`src/rtl/txn_rec_pkg.sv`:
```
// Shared types and helpers for the transaction latency recorder.
// TXN_REC_ITER_EN selects whether FIFO entries carry the iteration count.
package txn_rec_pkg;

    localparam int unsigned TXN_CNT_W = 32;
    localparam int unsigned TXN_ID_W  = 16;

    typedef enum logic [1:0] {
        ST_IDLE     = 2'd0,
        ST_RUN      = 2'd1,
        ST_FINISHED = 2'd2
    } txn_state_e;

    typedef struct packed {
        logic [TXN_ID_W-1:0]  id;
        logic [TXN_CNT_W-1:0] latency;
        logic [TXN_CNT_W-1:0] interval;
        logic [TXN_CNT_W-1:0] iters;
        logic                 aborted;
    } txn_rec_t;

`ifdef TXN_REC_ITER_EN
    typedef txn_rec_t txn_ent_t;
`else
    // Stored entry without the iteration field
    typedef struct packed {
        logic [TXN_ID_W-1:0]  id;
        logic [TXN_CNT_W-1:0] latency;
        logic [TXN_CNT_W-1:0] interval;
        logic                 aborted;
    } txn_ent_t;
`endif

    function automatic logic [TXN_CNT_W-1:0] sat_inc(input logic [TXN_CNT_W-1:0] v,
                                                     input logic [TXN_CNT_W-1:0] max_v);
        return (v >= max_v) ? max_v : v + TXN_CNT_W'(1);
    endfunction

endpackage

```
`src/rtl/rec_fifo.sv`:
```
// Synchronous record FIFO with a registered head entry; a push into a full
// FIFO is accepted when a pop happens in the same cycle.
module rec_fifo
    import txn_rec_pkg::*;
#(
    parameter int unsigned DEPTH = 8,
    parameter type         T     = txn_rec_t
) (
    input  logic clock,
    input  logic reset,
    input  logic push,
    input  T     din,
    input  logic ready,
    output logic valid,
    output T     dout,
    output logic full_c,
    output logic empty_nxt_c
);

    localparam int unsigned AW = $clog2(DEPTH);
    localparam int unsigned CW = AW + 1;

    T               mem [DEPTH];
    logic [AW-1:0]  wr_ptr;
    logic [AW-1:0]  rd_ptr;
    logic [AW-1:0]  rd_nxt;
    logic [CW-1:0]  count;
    logic [CW-1:0]  count_nxt;
    logic           do_push;
    logic           do_pop;
    T               head_nxt;

    always_comb begin
        do_pop    = valid & ready;
        full_c    = (count == CW'(DEPTH));
        do_push   = push & (~full_c | do_pop);
        rd_nxt    = do_pop ? rd_ptr + AW'(1) : rd_ptr;
        count_nxt = count;
        if (do_push & ~do_pop) begin
            count_nxt = count + CW'(1);
        end else if (~do_push & do_pop) begin
            count_nxt = count - CW'(1);
        end
        // New head comes from the write port when it lands on the next read slot
        head_nxt    = (do_push && (wr_ptr == rd_nxt)) ? din : mem[rd_nxt];
        empty_nxt_c = (count_nxt == '0);
    end

    always_ff @(posedge clock) begin
        if (do_push) begin
            mem[wr_ptr] <= din;
        end
    end

    always_ff @(posedge clock or negedge reset) begin
        if (!reset) begin
            wr_ptr <= '0;
            rd_ptr <= '0;
            count  <= '0;
            valid  <= 1'b0;
            dout   <= '0;
        end else begin
            if (do_push) begin
                wr_ptr <= wr_ptr + AW'(1);
            end
            rd_ptr <= rd_nxt;
            count  <= count_nxt;
            valid  <= (count_nxt != '0);
            dout   <= head_nxt;
        end
    end

endmodule

```
`src/rtl/txn_latency_recorder.sv`:
```
// Records latency, start interval and loop iterations of each ap_ctrl_hs
// transaction into a FIFO. TXN_REC_ITER_EN enables iteration counting.
module txn_latency_recorder
    import txn_rec_pkg::*;
#(
    parameter int unsigned CNT_W      = 32,
    parameter int unsigned ID_W       = 16,
    parameter int unsigned FIFO_DEPTH = 8
) (
    input  logic             clock,
    input  logic             reset,
    input  logic             ap_start,
    input  logic             ap_done,
    input  logic             ap_continue,
    input  logic             iter_start,
    input  logic             finish,
    output logic             rec_valid,
    input  logic             rec_ready,
    output logic [ID_W-1:0]  rec_id,
    output logic [CNT_W-1:0] rec_latency,
    output logic [CNT_W-1:0] rec_interval,
    output logic [CNT_W-1:0] rec_iters,
    output logic             rec_aborted,
    output logic             overflow,
    output logic [15:0]      drop_cnt,
    output logic             busy,
    output logic             flushed
);

    localparam int unsigned DROP_W = 16;
    localparam logic [TXN_CNT_W-1:0] CNT_MAX  = TXN_CNT_W'({CNT_W{1'b1}});
    localparam logic [TXN_CNT_W-1:0] DROP_MAX = TXN_CNT_W'({DROP_W{1'b1}});

    function automatic logic [CNT_W-1:0] cnt_inc(input logic [CNT_W-1:0] v);
        return CNT_W'(sat_inc(TXN_CNT_W'(v), CNT_MAX));
    endfunction

    txn_state_e       state;
    txn_state_e       state_d;
    logic [CNT_W-1:0] lat_q;
    logic [CNT_W-1:0] int_q;
    logic [CNT_W-1:0] ival_q;
    logic [ID_W-1:0]  id_q;
    logic             first_q;

    logic             run_c;
    logic             idle_c;
    logic             done_c;
    logic             close_c;
    logic             abort_c;
    logic             open_c;
    logic             instant_c;
    logic             push_c;
    logic             drop_c;
    logic [CNT_W-1:0] open_ival_c;
    logic             fifo_full_c;
    logic             fifo_empty_nxt_c;
    txn_ent_t         ent_c;
    txn_ent_t         head;

`ifdef TXN_REC_ITER_EN
    logic [CNT_W-1:0] iters_q;
    logic [CNT_W-1:0] iters_close_c;
`else
    logic             unused_iter;
    assign unused_iter = iter_start;
`endif

    // Transaction decode, record assembly and next state
    always_comb begin
        run_c       = (state == ST_RUN);
        idle_c      = (state == ST_IDLE);
        done_c      = ap_done & ap_continue;
        close_c     = run_c & done_c;
        abort_c     = run_c & finish & ~done_c;
        open_c      = ap_start & ~finish & (idle_c | close_c);
        instant_c   = idle_c & open_c & done_c;
        push_c      = close_c | abort_c | instant_c;
        drop_c      = push_c & fifo_full_c & ~(rec_valid & rec_ready);
        open_ival_c = first_q ? '0 : int_q;

        ent_c          = '0;
        ent_c.id       = TXN_ID_W'(id_q);
        ent_c.latency  = instant_c ? '0 : TXN_CNT_W'(lat_q);
        ent_c.interval = TXN_CNT_W'(instant_c ? open_ival_c : ival_q);
        ent_c.aborted  = abort_c;
`ifdef TXN_REC_ITER_EN
        iters_close_c = iter_start ? cnt_inc(iters_q) : iters_q;
        ent_c.iters   = TXN_CNT_W'(instant_c ? CNT_W'(iter_start) : iters_close_c);
`endif

        state_d = state;
        case (state)
            ST_IDLE: begin
                if (finish) begin
                    state_d = ST_FINISHED;
                end else if (open_c & ~instant_c) begin
                    state_d = ST_RUN;
                end
            end
            ST_RUN: begin
                if (finish) begin
                    state_d = ST_FINISHED;
                end else if (close_c & ~open_c) begin
                    state_d = ST_IDLE;
                end
            end
            default: state_d = ST_FINISHED;
        endcase
    end

    always_ff @(posedge clock or negedge reset) begin
        if (!reset) begin
            state    <= ST_IDLE;
            lat_q    <= '0;
            int_q    <= '0;
            ival_q   <= '0;
            id_q     <= '0;
            first_q  <= 1'b1;
            overflow <= 1'b0;
            drop_cnt <= '0;
            busy     <= 1'b0;
            flushed  <= 1'b0;
`ifdef TXN_REC_ITER_EN
            iters_q  <= '0;
`endif
        end else begin
            state   <= state_d;
            busy    <= (state_d == ST_RUN);
            flushed <= (state == ST_FINISHED) & fifo_empty_nxt_c;
            if (open_c) begin
                lat_q   <= CNT_W'(1);
                int_q   <= CNT_W'(1);
                ival_q  <= open_ival_c;
                first_q <= 1'b0;
            end else begin
                int_q <= cnt_inc(int_q);
                if (run_c) begin
                    lat_q <= cnt_inc(lat_q);
                end
            end
            if (push_c) begin
                id_q <= id_q + ID_W'(1);
            end
            if (drop_c) begin
                overflow <= 1'b1;
                drop_cnt <= DROP_W'(sat_inc(TXN_CNT_W'(drop_cnt), DROP_MAX));
            end
`ifdef TXN_REC_ITER_EN
            if (open_c) begin
                iters_q <= CNT_W'(iter_start);
            end else if (run_c & iter_start) begin
                iters_q <= cnt_inc(iters_q);
            end
`endif
        end
    end

    rec_fifo #(
        .DEPTH (FIFO_DEPTH),
        .T     (txn_ent_t)
    ) u_fifo (
        .clock       (clock),
        .reset       (reset),
        .push        (push_c),
        .din         (ent_c),
        .ready       (rec_ready),
        .valid       (rec_valid),
        .dout        (head),
        .full_c      (fifo_full_c),
        .empty_nxt_c (fifo_empty_nxt_c)
    );

    assign rec_id       = ID_W'(head.id);
    assign rec_latency  = CNT_W'(head.latency);
    assign rec_interval = CNT_W'(head.interval);
    assign rec_aborted  = head.aborted;
`ifdef TXN_REC_ITER_EN
    assign rec_iters    = CNT_W'(head.iters);
`else
    assign rec_iters    = '0;
`endif

endmodule

```
`config.mk`:
```
export PLATFORM = sky130hd
export DESIGN_NAME = txn_latency_recorder
export DESIGN_NICKNAME = d
export VERILOG_FILES = /design/src/rtl/txn_rec_pkg.sv /design/src/rtl/rec_fifo.sv /design/src/rtl/txn_latency_recorder.sv
export SDC_FILE = /design/constraint.sdc
export NUM_CORES = 1
export LEC_CHECK = 0
export CAP_MARGIN = 10
export CORE_ASPECT_RATIO = 2
export CORE_MARGIN = 8
export CORE_UTILIZATION = 30
export DETAILED_ROUTE_END_ITERATION = 10
export HOLD_SLACK_MARGIN = 0.03
export PLACE_DENSITY = 0.52
export SYNTH_ARGS = -nofsm -noshare
export SYNTH_HDL_FRONTEND = slang
export SYNTH_SLANG_ARGS = --single-unit
export TNS_END_PERCENT = 30
```
`constraint.sdc`:
```
create_clock -name clock -period 26.2 [get_ports clock]
set_input_delay 5.24 -clock clock [delete_from_list [all_inputs] [get_ports clock]]
set_output_delay 5.24 -clock clock [all_outputs]
set_load 0.05 [all_outputs]
```
== After elaboration in Yosys (flattened, before gate mapping) ==
Memories as Yosys holds them, arrays and structs flattened. A register that Yosys moved wholly into a read port is not among the register bits.
Index checks and enable logic that the tools add are counted.
Storage, ports and cells
  register bits after elaboration: 145
  bits in latches: 0
  memory bits (writable): 648
  bits in read-only memories: 0
  output and inout port bits: 133
  memories: 1
Memories
  u_fifo.mem: words 8, width 81, rd ports 1, clocked after Yosys merged registers in 1, write ports 1, RTL line rec_fifo.sv:23  | T mem [DEPTH];
Cells by class
  add/subtract/negate cells: 8
  multiply operators: 0
  divide/modulo/power cells: 0
  order comparisons: 3
  eq/ne operators: 4
  shift operators: 0
  muxes and demuxes: 19
  bitwise logic cells: 28
  reduce and logical (&&, ||, !) cells: 5
Operators by type and width (number)
  32-bit 2-to-1 mux: 8
  32-bit by 1-bit adder with 32-bit output, second input constant: 2
  32-bit >= comparator, second input constant: 2
  16-bit by 1-bit adder with 16-bit output, second input constant: 2
  1-bit AND: 17
  16-bit >= comparator, second input constant: 1
  16-bit 2-to-1 mux: 1
  2-bit 2-to-1 mux: 4
  4-bit 2-to-1 mux: 2
  1-bit NOT: 7
  3-bit by 1-bit adder with 3-bit output, second input constant: 2
  4-bit by 1-bit adder with 4-bit output, second input constant: 1
  2-bit by 1-bit == test with 1-bit output, second input constant: 2
  4-bit == test, second input constant: 1
  4-bit zero test: 1
  1-bit bitwise OR: 4
  2-bit one-hot mux with 2 select lines: 1
  4-bit nonzero test: 1
  4-bit by 1-bit subtractor with 4-bit output, second input constant: 1
  3-bit 2-to-1 mux: 1
  2-bit == test, second input constant: 1
  2-bit zero test: 1
  1-bit 2-to-1 mux: 2
  2-bit nonzero test: 1
  1-bit zero test: 1

== Logic depth before layout (Yosys ltp) ==
Gate-level depths: netlist of run 1.
  depth after elaboration: 14
  gate-level depth with buffers: 12
  mapped depth without buffers: 8

== By module ==
A second synthesis of run 1 with hierarchy kept.
Second synthesis, totals
  cell total of the unflattened synthesis: 2566
  area, all modules: 35444.0 µm²
By module, submodules not included
  rec_fifo: instances 1, cells each 1735, area each 28081.9 µm², seq. area each 21760.9 µm²
  txn_latency_recorder: instances 1, cells each 831, area each 7362.1 µm², seq. area each 3354.5 µm²

== Least setup slack after synthesis of run 1 ==
Ideal clock, no wire load.
  path kind: input port to flip-flop
  from: in finish
  to: mem u_fifo.mem[4][0] (netlist bit) (enable)
  data arrival time: 14447 ps
  required time: 25451 ps
  slack: 11003 ps
  cell stages on the path: 6
  path buffers: 2
  cell sequence: nand2b_1 buf_6 a211oi_1 buf_2 nand2_1 nor4b_1
Between the ends
  word-level cells in the longest chain between the ends: 9
  elaborated cells between the ends (all ways): 12
  those cells by class: 2 x mux; 10 x bitwise
RTL lines
  start, declared: RTL line txn_latency_recorder.sv:16  | input logic finish,
  1-bit NOT: RTL line txn_latency_recorder.sv:76  | open_c = ap_start & ~finish & (idle_c | close_c);
  1-bit AND (2 in a row): RTL line txn_latency_recorder.sv:76
  1-bit AND (2 in a row): RTL line txn_latency_recorder.sv:77  | instant_c = idle_c & open_c & done_c;
  1-bit bitwise OR *: RTL line txn_latency_recorder.sv:78  | push_c = close_c | abort_c | instant_c;
  1-bit AND *: RTL line rec_fifo.sv:36  | do_push = push & (~full_c | do_pop);
  1-bit 2-to-1 mux *: RTL line rec_fifo.sv:50  | if (do_push) begin
  1-bit 2-to-1 mux (not written as such) *: RTL line rec_fifo.sv:51  | mem[wr_ptr] <= din;
  end, declared: RTL line rec_fifo.sv:23
Every way passes the cells marked *; elsewhere a longest branch is shown, timed or not.

== Final worst setup path of run 1 ==
  from: in rec_ready
  to: reg, netlist name u_fifo.dout[53]
Between the ends
  word-level cells in the longest chain between the ends: 2
RTL lines
  start, declared: RTL line txn_latency_recorder.sv:18  | input logic rec_ready,
  1-bit AND: RTL line rec_fifo.sv:34  | do_pop = valid & ready;
  3-bit 2-to-1 mux: RTL line rec_fifo.sv:37  | rd_nxt = do_pop ? rd_ptr + AW'(1) : rd_ptr;
No other way between the ends.
A chain may end at the register's enable or synchronous reset.

==> reports/qor.csv, run 1 <==
stage,metric,value,unit
run_status,outcome,completed,
setup_path,number of cells on the worst reg-to-reg path,10,
setup_path,cell breakdown of the critical path,"clkdlybuf4s50_1, nand3_1, xor2_4, buf_4, inv_8, xnor2_1, and3_4, buf_4, a221oi_1, a22o_1",
finish,# nets final,2682,
logic_synthesis,synthesis warning total,0,
floorplanning,floorplan core area,117000,um2
worst_hold_path,worst min-delay path startpoint,overflow$_DFFE_PN0P_,
clocking,TritonCTS Buffers,85,
setup_path,total buffers and inverters traversed by the critical path,4,
floorplanning,Die ar.,129000,um2
pwr,switching power as a share of total power,0.356,
grt,largest net degree at the start of global routing,123,
pwr,static leakage power,0.0148,uW
logic_synthesis,Post-synth EDFFs,648,
timing,Max Clk Rate,107,MHz
finish,share of cells above drive strength 1,0.0741,
logic_synthesis,Main synth FF type,sky130_fd_sc_hd__edfxtp_1,
clocking,post_cts resized,0,
setup_path,highest-delay cell along the critical path,sky130_fd_sc_hd__buf_4,
timing,normalized max-slew margin,0.169,
setup_path,setup slack on the worst flop-to-flop path,21.10,ns
setup_path,Worst Setup Path Type,in2reg,
detailed_routing,wl on met1,39.7,mm
grt,overall track demand over capacity in global routing,0.129,
pwr,Comb pwr share,0.342,
detailed_routing,WL final,85.7,mm
timing,post-layout min period,9.31,ns
pwr,Int Power,2870,uW
clocking,clock tree from TritonCTS,yes,
setup_path,"Data required, critical path",26.70,ns
setup_path,maximum fanout encountered on the critical timing path,122,
logic_synthesis,total of flip-flops plus latches after synthesis,874,
floorplanning,starting density of the core,0.301,
timing,final-report hold violation count,0,
setup_path,Reg2Reg Launch Point,u_fifo.rd_ptr[0]$_DFF_PN0_,
finish,Fillers,11500,
detailed_routing,wire length on met2,40.2,mm
detailed_routing,number of nets with antenna violations after routing,0,
logic_synthesis,Async SR Flop Fraction,0.259,
pwr,switching power of the nets,1590,uW
job,number of maximum-capacitance violations,0,
timing,slew of the pin with the lowest slew margin,1.23,ns
setup_path,largest incremental delay on the critical path,0.89,ns
placement,routability congestion estimate from global placement,0.792,
clocking,CTS Sinks,874,
floorplanning,die boundary height,501,um
clocking,clock buffer depth,3,
grt,vias in the first global route,21400,
grt,number of antenna violations at the first check in global routing,2,
detailed_routing,Top Metal Used,met4,
clocking,Clock Tree Root,sky130_fd_sc_hd__clkbuf_16,
pwr,register share of total power,0.373,
timing,final hold slack,0.467,ns
detailed_routing,met3 wire length,4.65,mm
clocking,Post-CTS Setup Repair Bufs,0,
worst_hold_path,type of the worst min-delay path,reg2reg,
floorplanning,width of the chip,258,um
setup_path,end of the worst register-to-register path,u_fifo.dout[53]$_DFF_PN0_,
setup_path,capture point of the worst path,u_fifo.dout[53]$_DFF_PN0_,
timing,period utilization,0.355,
finish,most frequent standard cell in the layout excluding fill and tap cells,sky130_fd_sc_hd__edfxtp_1,
floorplanning,Rows,178,
logic_synthesis,number of distinct library cell variants in the gate-level netlist after synthesis,57,
clocking,clock slew at reported path FFs,0.06,ns
placement,number of buffers added on ports,107,
detailed_routing,final routed DRC violation total,0,
pwr,part of the power in the clock network,0.284,
detailed_routing,average wire per standard cell,20.1,um
placement,half-perimeter wire length after placement,44.5,mm
logic_synthesis,Gate Count Post-Synth,2582,
finish,"leading cell types in the layout, fill and taps excluded","sky130_fd_sc_hd__edfxtp_1 (648), sky130_fd_sc_hd__nand2_1 (476), sky130_fd_sc_hd__dfrtp_1 (225)",
detailed_routing,overall via count from detail_route,21200,
floorplanning,total I/O pin count,141,
timing,sum of negative setup slack,0,ns
grt,remaining global-route overflow,0,
setup_path,"Top cell by count, worst path",sky130_fd_sc_hd__buf_4,
detailed_routing,violation count after the first detailed-routing iteration,1473,
clocking,total number of H-tree levels,3,
logic_synthesis,synthesized area per cell,13.7,um2
detailed_routing,number of search-and-repair iterations in the first detailed-routing pass,5,
timing,# setup viols final,0,
timing,unrepaired setup endpoints after global routing,no,
setup_path,Worst setup SP type,primary input,
timing,Final Slew Violations,0,
finish,Area Overhead vs Synth,15.9,%
clocking,number of hold buffers added after cts,0,
detailed_routing,mean number of vias per cell,4.97,
pwr,Power per Cell Area,109,nW/um2
pwr,Max IR drop VDD,0.111,mV
setup_path,Critical path origin,rec_ready,
setup_path,"Largest delay share family, worst path",buffers and inverters,
clocking,Clock Latency Late Sink,0.64,ns
setup_path,total stage count of the critical path,10,
finish,diode count,0,
grt,wire length of the first global-routing pass,132,mm
setup_path,nature of the critical path endpoint,flip-flop,
setup_path,data arrival time of the critical path,9.81,ns
logic_synthesis,sequential fraction of the synthesis area,0.712,
timing,final setup skew,0.0252,ns
logic_synthesis,Synth Cell Area,35300,um2
==> power by group through the flow <==
| stage | clock, uW | combinational, uW | sequential, uW |
|---|---|---|---|
| 6_report | 1270 | 1530 | 1660 |
| 5_1_grt | 1350 | 1650 | 1680 |
| 4_1_cts | 1300 | 1550 | 1670 |
| 3_5_place_dp | 0 | 1540 | 1690 |
| 3_3_place_gp | 0 | 1530 | 1700 |
| 2_1_floorplan | 0 | 846 | 1890 |
==> cells by family after synthesis <==
group / count (synthesis) / share of synthesized area
and+or+nand+nor: 863 / 0.113
DFF: 874 / 0.712
xor gates and xnor gates: 59 / 0.0147
AOI/OAI and AO/OA: 407 / 0.0823
adders and majority gates: 9 / 0.00319
muxes: 167 / 0.0475
buffers and inverters: 202 / 0.0269
other: 1 / 0.000106
==> cell type report <==
type,instances,area (um2),share of cell area
sequential,874,25100,0.615
tap,1530,1910,0.0469
multi-input combinational,1537,9440,0.231
clock inverter,48,539,0.0132
clock buffer,112,2360,0.0579
inverter,16,67.6,0.00165
timing repair buffer,151,1410,0.0344
==> registers in the layout, indices dropped and copies added, names as in the netlist <==
name           flops
busy               1
drop_cnt          16
first_q            1
flushed            1
id_q              16
int_q             32
ival_q            32
lat_q             32
overflow           1
state              2
u_fifo.count       4
u_fifo.dout       81
u_fifo.mem       648
u_fifo.rd_ptr      3
u_fifo.valid       1
u_fifo.wr_ptr      3
==> routing by layer <==
metal,track usage,vias to the layer above
met5,0,-
met2,0.207,549
met4,0.0309,0
met1,0.182,10800
met3,0.0219,84
li1,-,9746
==> worst register-to-register path, delay by kind of cell, from the launching register on <==
family / cells / cell delay [ns]
AO/OA/AOI/OAI: 2 / 0.43
XOR/XNOR: 2 / 0.58
adder cells (fa/ha/maj): 1 / 0.26
buffers and inverters: 3 / 1.97
flip-flops: 1 / 0.70
AND/OR/NAND/NOR: 2 / 1.03
==> synth_stat cells, types with 34 or more instances <==
cell	count	area share
sky130_fd_sc_hd__a21o_1	34	0.0072
sky130_fd_sc_hd__a21oi_1	54	0.0077
sky130_fd_sc_hd__a221oi_1	34	0.0084
sky130_fd_sc_hd__a32oi_1	97	0.024
sky130_fd_sc_hd__and2_1	37	0.0066
sky130_fd_sc_hd__and3_1	50	0.0089
sky130_fd_sc_hd__buf_2	35	0.0050
sky130_fd_sc_hd__buf_4	35	0.0075
sky130_fd_sc_hd__clkbuf_1	106	0.011
sky130_fd_sc_hd__dfrtp_1	225	0.16
sky130_fd_sc_hd__edfxtp_1	648	0.55
sky130_fd_sc_hd__mux2i_1	166	0.047
sky130_fd_sc_hd__nand2_1	476	0.051
sky130_fd_sc_hd__nand2b_1	34	0.0060
sky130_fd_sc_hd__nand3_1	115	0.016
sky130_fd_sc_hd__nand4_1	42	0.0075
sky130_fd_sc_hd__nor2_1	45	0.0048
sky130_fd_sc_hd__o21ai_0	96	0.014
==> worst min path at each step <==
stage | to | slack, ns | cells past startpoint
floorplan | ival_q[0]$_DFFE_PN0N_ | 0.45 | 2
global placement | overflow$_DFFE_PN0P_ | 0.45 | 1
detailed placement | overflow$_DFFE_PN0P_ | 0.46 | 1
CTS | overflow$_DFFE_PN0P_ | 0.48 | 1
global route | ival_q[0]$_DFFE_PN0N_ | 0.50 | 2
finish | overflow$_DFFE_PN0P_ | 0.47 | 1
==> per-stage QoR <==
stage,power (uW),instance area (um2),util,setup WS (ns),cells
2_1_floorplan,2730,35400,-,11.00,2613
3_3_place_gp,3220,37900,0.324,16.19,4106
3_5_place_dp,3230,37900,0.324,16.18,4107
4_1_cts,4520,40800,0.349,16.87,4267
5_1_grt,4680,40800,0.349,16.67,4268
6_report,4460,40800,0.349,16.89,4268
No activity file was read; power rests on OpenSTA's default activity.
==> run 2, diff against run 1 <==
clock period = 9.62 ns   (was 26.2 ns; I/O delays follow)
==> run 2 against run 1 <==
  * Critical path depth stayed put
  * Critical endpoint is now u_fifo.dout[34]$_DFF_PN0_
  * Clock power increased to 2.7 times the previous value
  * Largest cell class unchanged
  * Design area about the same
  * Die area is the same
  * Highest routed layer unchanged
==> reports/qor.csv, run 2 (synthesis gave the netlist of run 1 again) <==
stage,metric,value,unit,change
finish,# nets final,2683,,was 2682
grt,wire length of the first global-routing pass,132,mm,about the same
pwr,static leakage power,0.0147,uW,was 0.0148 uW
timing,post-layout min period,6.06,ns,
worst_hold_path,Hold Crit Endpoint,ival_q[17]$_DFFE_PN0N_,,was overflow$_DFFE_PN0P_
grt,vias in the first global route,21500,,was 21400
finish,Fillers,11500,,about the same
timing,period utilization,0.630,,
detailed_routing,final routed DRC violation total,0,,unchanged
pwr,Max IR drop VDD,0.330,mV,was 0.111 mV
finish,largest registers,"u_fifo.mem x648, u_fifo.dout x81",,unchanged
clocking,Clock Latency Late Sink,0.64,ns,about the same
clocking,TritonCTS Buffers,86,,was 85
floorplanning,Rows,178,,unchanged
detailed_routing,number of nets with antenna violations after routing,0,,unchanged
clocking,number of hold buffers added after cts,0,,unchanged
timing,# setup viols final,0,,unchanged
pwr,Power per Cell Area,293,nW/um2,was 109 nW/um2
clocking,clock tree from TritonCTS,yes,,unchanged
placement,routability congestion estimate from global placement,0.754,,was 0.792
grt,remaining global-route overflow,0,,unchanged
detailed_routing,overall via count from detail_route,21200,,about the same
run_status,outcome,completed,,unchanged
floorplanning,die boundary height,501,um,unchanged
floorplanning,total I/O pin count,141,,unchanged
clocking,clock buffer depth,3,,unchanged
timing,slew of the pin with the lowest slew margin,1.12,ns,was 1.23 ns
setup_path,setup slack on the worst flop-to-flop path,4.39,ns,was 21.10 ns
clocking,Clock Tree Root,sky130_fd_sc_hd__clkbuf_16,,unchanged
clocking,post_cts resized,0,,unchanged
finish,Area Overhead vs Synth,16.0,%,was 15.9%
worst_hold_path,Min-Delay Path Depth,2,,was 1
job,number of maximum-capacitance violations,0,,unchanged
timing,normalized max-slew margin,0.245,,was 0.169
finish,Largest Register,u_fifo.mem,,unchanged
placement,half-perimeter wire length after placement,44.1,mm,was 44.5 mm
timing,final-report hold violation count,0,,unchanged
worst_hold_path,worst min-delay path startpoint,ival_q[17]$_DFFE_PN0N_,,was overflow$_DFFE_PN0P_
floorplanning,Die ar.,129000,um2,unchanged
finish,most frequent standard cell in the layout excluding fill and tap cells,sky130_fd_sc_hd__edfxtp_1,,unchanged
placement,number of buffers added on ports,107,,unchanged
clocking,Post-CTS Setup Repair Bufs,0,,unchanged
clocking,total number of H-tree levels,3,,unchanged
finish,"flip-flop count of the largest register, all copies and words added",648,,unchanged
worst_hold_path,type of the worst min-delay path,reg2reg,,unchanged
detailed_routing,violation count after the first detailed-routing iteration,1593,,was 1473
finish,area taken by flip-flops and latches,25100,um2,unchanged
finish,share of cells above drive strength 1,0.0752,,was 0.0741
setup_path,"Data required, critical path",10.13,ns,was 26.70 ns
setup_path,Reg2Reg Launch Point,u_fifo.rd_ptr[0]$_DFF_PN0_,,unchanged
grt,largest net degree at the start of global routing,163,,was 123
timing,Max Clk Rate,165,MHz,
detailed_routing,mean number of vias per cell,4.95,,was 4.97
timing,final setup skew,0.0218,ns,was 0.0252 ns
clocking,clock slew at reported path FFs,0.06,ns,about the same
finish,"leading cell types in the layout, fill and taps excluded","sky130_fd_sc_hd__edfxtp_1 (648), sky130_fd_sc_hd__nand2_1 (476), sky130_fd_sc_hd__dfrtp_1 (225)",,unchanged
setup_path,number of cells on the worst reg-to-reg path,10,,unchanged
finish,Layout Utilization,0.349,,about the same
timing,Final Slew Violations,0,,unchanged
setup_path,Worst setup SP type,primary input,,unchanged
floorplanning,width of the chip,258,um,unchanged
setup_path,Worst Setup Path Type,in2reg,,unchanged
grt,overall track demand over capacity in global routing,0.129,,about the same
finish,total non-filler cell area in the finished layout,40900,um2,was 40800 um2
grt,number of antenna violations at the first check in global routing,0,,was 2
detailed_routing,WL final,85.4,mm,was 85.7 mm
pwr,final total power,12000,uW,was 4460 uW
timing,unrepaired setup endpoints after global routing,no,,unchanged
setup_path,maximum fanout encountered on the critical timing path,162,,was 122
clocking,CTS Sinks,874,,unchanged
floorplanning,floorplan core area,117000,um2,unchanged
finish,diode count,0,,unchanged
floorplanning,starting density of the core,0.301,,unchanged
placement,placed cell area,38000,um2,was 37900 um2
detailed_routing,number of search-and-repair iterations in the first detailed-routing pass,5,,unchanged
setup_path,Critical path origin,rec_ready,,unchanged
finish,area of combinational cells with multiple inputs,9460,um2,was 9440 um2
setup_path,nature of the critical path endpoint,flip-flop,,unchanged
setup_path,end of the worst register-to-register path,u_fifo.dout[34]$_DFF_PN0_,,was u_fifo.dout[53]$_DFF_PN0_
setup_path,data arrival time of the critical path,6.57,ns,was 9.81 ns
detailed_routing,average wire per standard cell,20.0,um,was 20.1 um
## run 2: changes by cell type in the layout (fill, tap and decap cells not counted), sizes merged
| cell | before | now |
|---|---|---|
| bufinv | 11 | 8 |
| inv | 19 | 20 |
| clkinv | 32 | 29 |
| clkinvlp | 2 | 1 |
| clkbuf | 113 | 121 |
## run 2: report_power, final
| part | switching [uW] | total [uW] | leakage (uW) | internal, uW |
|---|---|---|---|---|
| Clock | 1440 | 3420 | 0.00143 | 1980 |
| Sequential | 207 | 4540 | 0.00868 | 4330 |
| Combinational | 2600 | 4010 | 0.00460 | 1410 |
| Total | 4240 | 12000 | 0.0147 | 7720 |
## run 2: area by class of cell
cell class / instances / area share
Sequential cell: 874 / 0.614
Inverter: 16 / 0.00165
Clock inverter: 42 / 0.0115
Tap cell: 1530 / 0.0468
Multi-Input combinational cell: 1537 / 0.231
Clock buffer: 120 / 0.0590
Timing Repair Buffer: 151 / 0.0353
## run 2: through the flow
stage	cells	TNS [ns]	setup slack [ns]	hold WS, ns
finish	4270	0	3.56	0.477
global route	4270	0	3.31	0.499
CTS	4269	0	3.60	0.483
detailed placement	4107	0	2.93	0.470
global placement	4107	0	2.92	0.456
floorplan	2613	-126.26	-1.56	0.450
## run 2: worst max-delay path: stages
cell and delay [ns]:
sky130_fd_sc_hd__clkdlybuf4s50_1 0.51, sky130_fd_sc_hd__nand3_1 0.17, sky130_fd_sc_hd__xor2_4 0.19, sky130_fd_sc_hd__buf_12 0.65, sky130_fd_sc_hd__inv_8 0.52, sky130_fd_sc_hd__xnor2_1 0.44, sky130_fd_sc_hd__and3_4 0.95, sky130_fd_sc_hd__buf_4 0.61
sky130_fd_sc_hd__a221oi_1 0.11, sky130_fd_sc_hd__a22o_1 0.25
## run 2: worst max path at each step
stage | cells after the start | to
after global placement | 10 | u_fifo.dout[51]$_DFF_PN0_
after detailed placement | 10 | u_fifo.dout[34]$_DFF_PN0_
after CTS | 10 | u_fifo.dout[34]$_DFF_PN0_
after floorplan | 6 | u_fifo.mem[0][0]$_DFFE_PP_
final | 10 | u_fifo.dout[34]$_DFF_PN0_
after global routing | 10 | u_fifo.dout[34]$_DFF_PN0_
## run 2: per-layer routing
layer	share of wire	wire (um)	track usage	vias up
li1	-	-	-	9769
met4	0.015	1300	0.0313	0
met5	0	0	0	-
met3	0.047	4010	0.0224	102
met1	0.47	40400	0.183	10800
met2	0.46	39700	0.205	471
==> run 3, diff against run 2 <==
PLACE_DENSITY = 0.54   (was 0.52)
clock period = 5.5 ns   (was 9.62 ns; I/O delays follow)
==> run 3 against run 2 <==
  * Clock skew rose by 0.0023 ns
  * Clock-buffer cell count fell by 11
  * Global-route usage fell by 0.40 points
  * Utilization rose by 0.15 points
  * Via count fell by 0.60%
  * Total power rose by 77%
  * Design area rose by 0.43%
  * Register-to-register slack got worse by 2.3 ns
  * Clock power rose by 74%
  * Combinational power rose by 81%
  * Critical path type unchanged
  * Largest cell class unchanged
==> reports/qor.csv, run 3 (synthesis gave the netlist of run 1 again) <==
stage,metric,value,unit,change
run_status,outcome,completed,,unchanged
grt,wire length of the first global-routing pass,128,mm,was 132 mm
timing,unrepaired setup endpoints after global routing,no,,unchanged
placement,number of buffers added on ports,107,,unchanged
clocking,total number of H-tree levels,3,,unchanged
grt,number of antenna violations at the first check in global routing,0,,unchanged
detailed_routing,number of search-and-repair iterations in the first detailed-routing pass,6,,was 5
setup_path,"Data required, critical path",5.77,ns,was 10.13 ns
finish,# nets final,2684,,was 2683
placement,routability congestion estimate from global placement,0.773,,was 0.754
floorplanning,starting density of the core,0.301,,unchanged
detailed_routing,overall via count from detail_route,21000,,was 21200
setup_path,total stage count of the critical path,7,,was 10
pwr,final total power,21100,uW,was 12000 uW
finish,Area Overhead vs Synth,16.5,%,was 16.0%
timing,sum of negative setup slack,0,ns,unchanged
setup_path,highest-delay cell along the critical path,sky130_fd_sc_hd__and2_0,,was sky130_fd_sc_hd__and3_4
floorplanning,die boundary height,501,um,unchanged
timing,# setup viols final,0,,unchanged
clocking,TritonCTS Buffers,84,,was 86
worst_hold_path,Min-Delay Path Depth,1,,was 2
finish,"flip-flop count of the largest register, all copies and words added",648,,unchanged
finish,Layout Utilization,0.350,,was 0.349
pwr,Power per Cell Area,515,nW/um2,was 293 nW/um2
clocking,clock buffer depth,3,,unchanged
detailed_routing,number of nets with antenna violations after routing,0,,unchanged
clocking,Clock Tree Root,sky130_fd_sc_hd__clkbuf_16,,unchanged
floorplanning,floorplan core area,117000,um2,unchanged
clocking,Post-CTS Setup Repair Bufs,0,,unchanged
setup_path,maximum fanout encountered on the critical timing path,37,,was 162
job,number of maximum-capacitance violations,0,,unchanged
finish,"leading cell types in the layout, fill and taps excluded","sky130_fd_sc_hd__edfxtp_1 (648), sky130_fd_sc_hd__nand2_1 (476), sky130_fd_sc_hd__dfrtp_1 (225)",,unchanged
detailed_routing,final routed DRC violation total,0,,unchanged
finish,Fillers,11400,,was 11500
detailed_routing,mean number of vias per cell,4.93,,was 4.95
clocking,post_cts resized,0,,unchanged
clocking,clock slew at reported path FFs,0.06,ns,about the same
detailed_routing,average wire per standard cell,19.5,um,was 20.0 um
grt,overall track demand over capacity in global routing,0.125,,was 0.129
timing,normalized max-slew margin,0.208,,was 0.245
timing,final setup skew,0.0241,ns,was 0.0218 ns
timing,slew of the pin with the lowest slew margin,1.18,ns,was 1.12 ns
timing,post-layout min period,3.79,ns,
pwr,static leakage power,0.0148,uW,was 0.0147 uW
finish,share of cells above drive strength 1,0.0759,,was 0.0752
timing,Final Slew Violations,0,,unchanged
setup_path,nature of the critical path endpoint,flip-flop,,unchanged
setup_path,Critical path origin,rec_ready,,unchanged
timing,period utilization,0.689,,
setup_path,Worst setup SP type,primary input,,unchanged
setup_path,data arrival time of the critical path,4.06,ns,was 6.57 ns
timing,Max Clk Rate,264,MHz,
timing,final-report hold violation count,0,,unchanged
detailed_routing,violation count after the first detailed-routing iteration,1472,,was 1593
floorplanning,Die ar.,129000,um2,unchanged
setup_path,largest incremental delay on the critical path,0.64,ns,was 0.95 ns
placement,half-perimeter wire length after placement,43.1,mm,was 44.1 mm
floorplanning,Rows,178,,unchanged
detailed_routing,WL final,83.1,mm,was 85.4 mm
floorplanning,width of the chip,258,um,unchanged
clocking,CTS Sinks,874,,unchanged
setup_path,Worst Setup Path Type,in2reg,,unchanged
grt,largest net degree at the start of global routing,162,,was 163
worst_hold_path,type of the worst min-delay path,reg2reg,,unchanged
setup_path,setup slack on the worst flop-to-flop path,2.04,ns,was 4.39 ns
floorplanning,total I/O pin count,141,,unchanged
grt,vias in the first global route,21300,,was 21500
clocking,clock tree from TritonCTS,yes,,unchanged
grt,remaining global-route overflow,0,,unchanged
setup_path,capture point of the worst path,u_fifo.mem[5][78]$_DFFE_PP_,,was u_fifo.dout[34]$_DFF_PN0_
setup_path,Reg2Reg Launch Point,u_fifo.rd_ptr[0]$_DFF_PN0_,,unchanged
finish,most frequent standard cell in the layout excluding fill and tap cells,sky130_fd_sc_hd__edfxtp_1,,unchanged
setup_path,"Largest delay share family, worst path",simple AND/OR/NAND/NOR gates,,was buffers and inverters
finish,largest registers,"u_fifo.mem x648, u_fifo.dout x81",,unchanged
setup_path,number of cells on the worst reg-to-reg path,9,,was 10
pwr,Max IR drop VDD,0.565,mV,was 0.330 mV
setup_path,end of the worst register-to-register path,u_fifo.dout[80]$_DFF_PN0_,,was u_fifo.dout[34]$_DFF_PN0_
timing,final hold slack,0.474,ns,was 0.477 ns
clocking,number of hold buffers added after cts,0,,unchanged
clocking,Clock Latency Late Sink,0.65,ns,was 0.64 ns
setup_path,cell breakdown of the critical path,"clkdlybuf4s50_1, and2_0, nor3_1, nor2_1, nand2_1, nor3b_4, buf_4",,"was clkdlybuf4s50_1, nand3_1, xor2_4, buf_12, inv_8, xnor2_1, and3_4, buf_4, a221oi_1, a22o_1"
setup_path,total buffers and inverters traversed by the critical path,2,,was 4
finish,Largest Register,u_fifo.mem,,unchanged
-- run 3: cell count changes in the layout (fill, tap and decap cells not counted), moves of 2 or more --
cell,change
sky130_fd_sc_hd__buf_12,+11
sky130_fd_sc_hd__buf_4,-8
sky130_fd_sc_hd__clkbuf_1,-7
sky130_fd_sc_hd__clkinv_4,+5
sky130_fd_sc_hd__clkbuf_8,-3
sky130_fd_sc_hd__clkinv_1,+3
sky130_fd_sc_hd__nor3_2,-3
sky130_fd_sc_hd__nor3_4,+3
sky130_fd_sc_hd__bufinv_16,+2
sky130_fd_sc_hd__clkinv_8,-2
sky130_fd_sc_hd__nor3b_2,-2
sky130_fd_sc_hd__nor3b_4,+2
-- run 3: per-layer routing --
layer / wire length, um / vias up / global-route usage
li1: - / 9758 / -
met3: 4320 / 84 / 0.0208
met1: 39000 / 10700 / 0.176
met5: 0 / - / 0
met2: 38500 / 482 / 0.199
met4: 1280 / 0 / 0.0335
-- run 3: per-stage QoR --
step | cell area (um2) | instances | setup slack (ns)
floorplan | 35400 | 2613 | -0.568
global placement | 38200 | 4110 | 1.09
detailed placement | 38200 | 4110 | 1.03
CTS | 41000 | 4268 | 1.71
global route | 41100 | 4269 | 1.49
finish | 41100 | 4270 | 1.71
-- run 3: final cells by class --
type	instances	area (um2)	share of cell area
Inverter	16	67.6	0.00165
Timing Repair Buffer	154	1610	0.0392
Antenna cell	1	2.50	0.0000609
Clock inverter	49	538	0.0131
Multi-Input combinational cell	1537	9490	0.231
Clock buffer	109	2320	0.0565
Tap cell	1530	1910	0.0466
Sequential cell	874	25100	0.612
-- run 3: where the power goes --
part           switching (uW)  internal (uW)  total, uW
Sequential                328           7580       7910
Clock                    2490           3470       5960
Combinational            4680           2590       7270
Total                    7490          13600      21100
-- run 3: how the worst min path moves through the flow --
stage                           from                     to  slack (ns)
4_1_cts         overflow$_DFFE_PN0P_   overflow$_DFFE_PN0P_        0.48
3_5_place_dp    overflow$_DFFE_PN0P_   overflow$_DFFE_PN0P_        0.45
6_report        overflow$_DFFE_PN0P_   overflow$_DFFE_PN0P_        0.47
5_1_grt         overflow$_DFFE_PN0P_   overflow$_DFFE_PN0P_        0.49
2_1_floorplan  ival_q[0]$_DFFE_PN0N_  ival_q[0]$_DFFE_PN0N_        0.45
3_3_place_gp    overflow$_DFFE_PN0P_   overflow$_DFFE_PN0P_        0.45
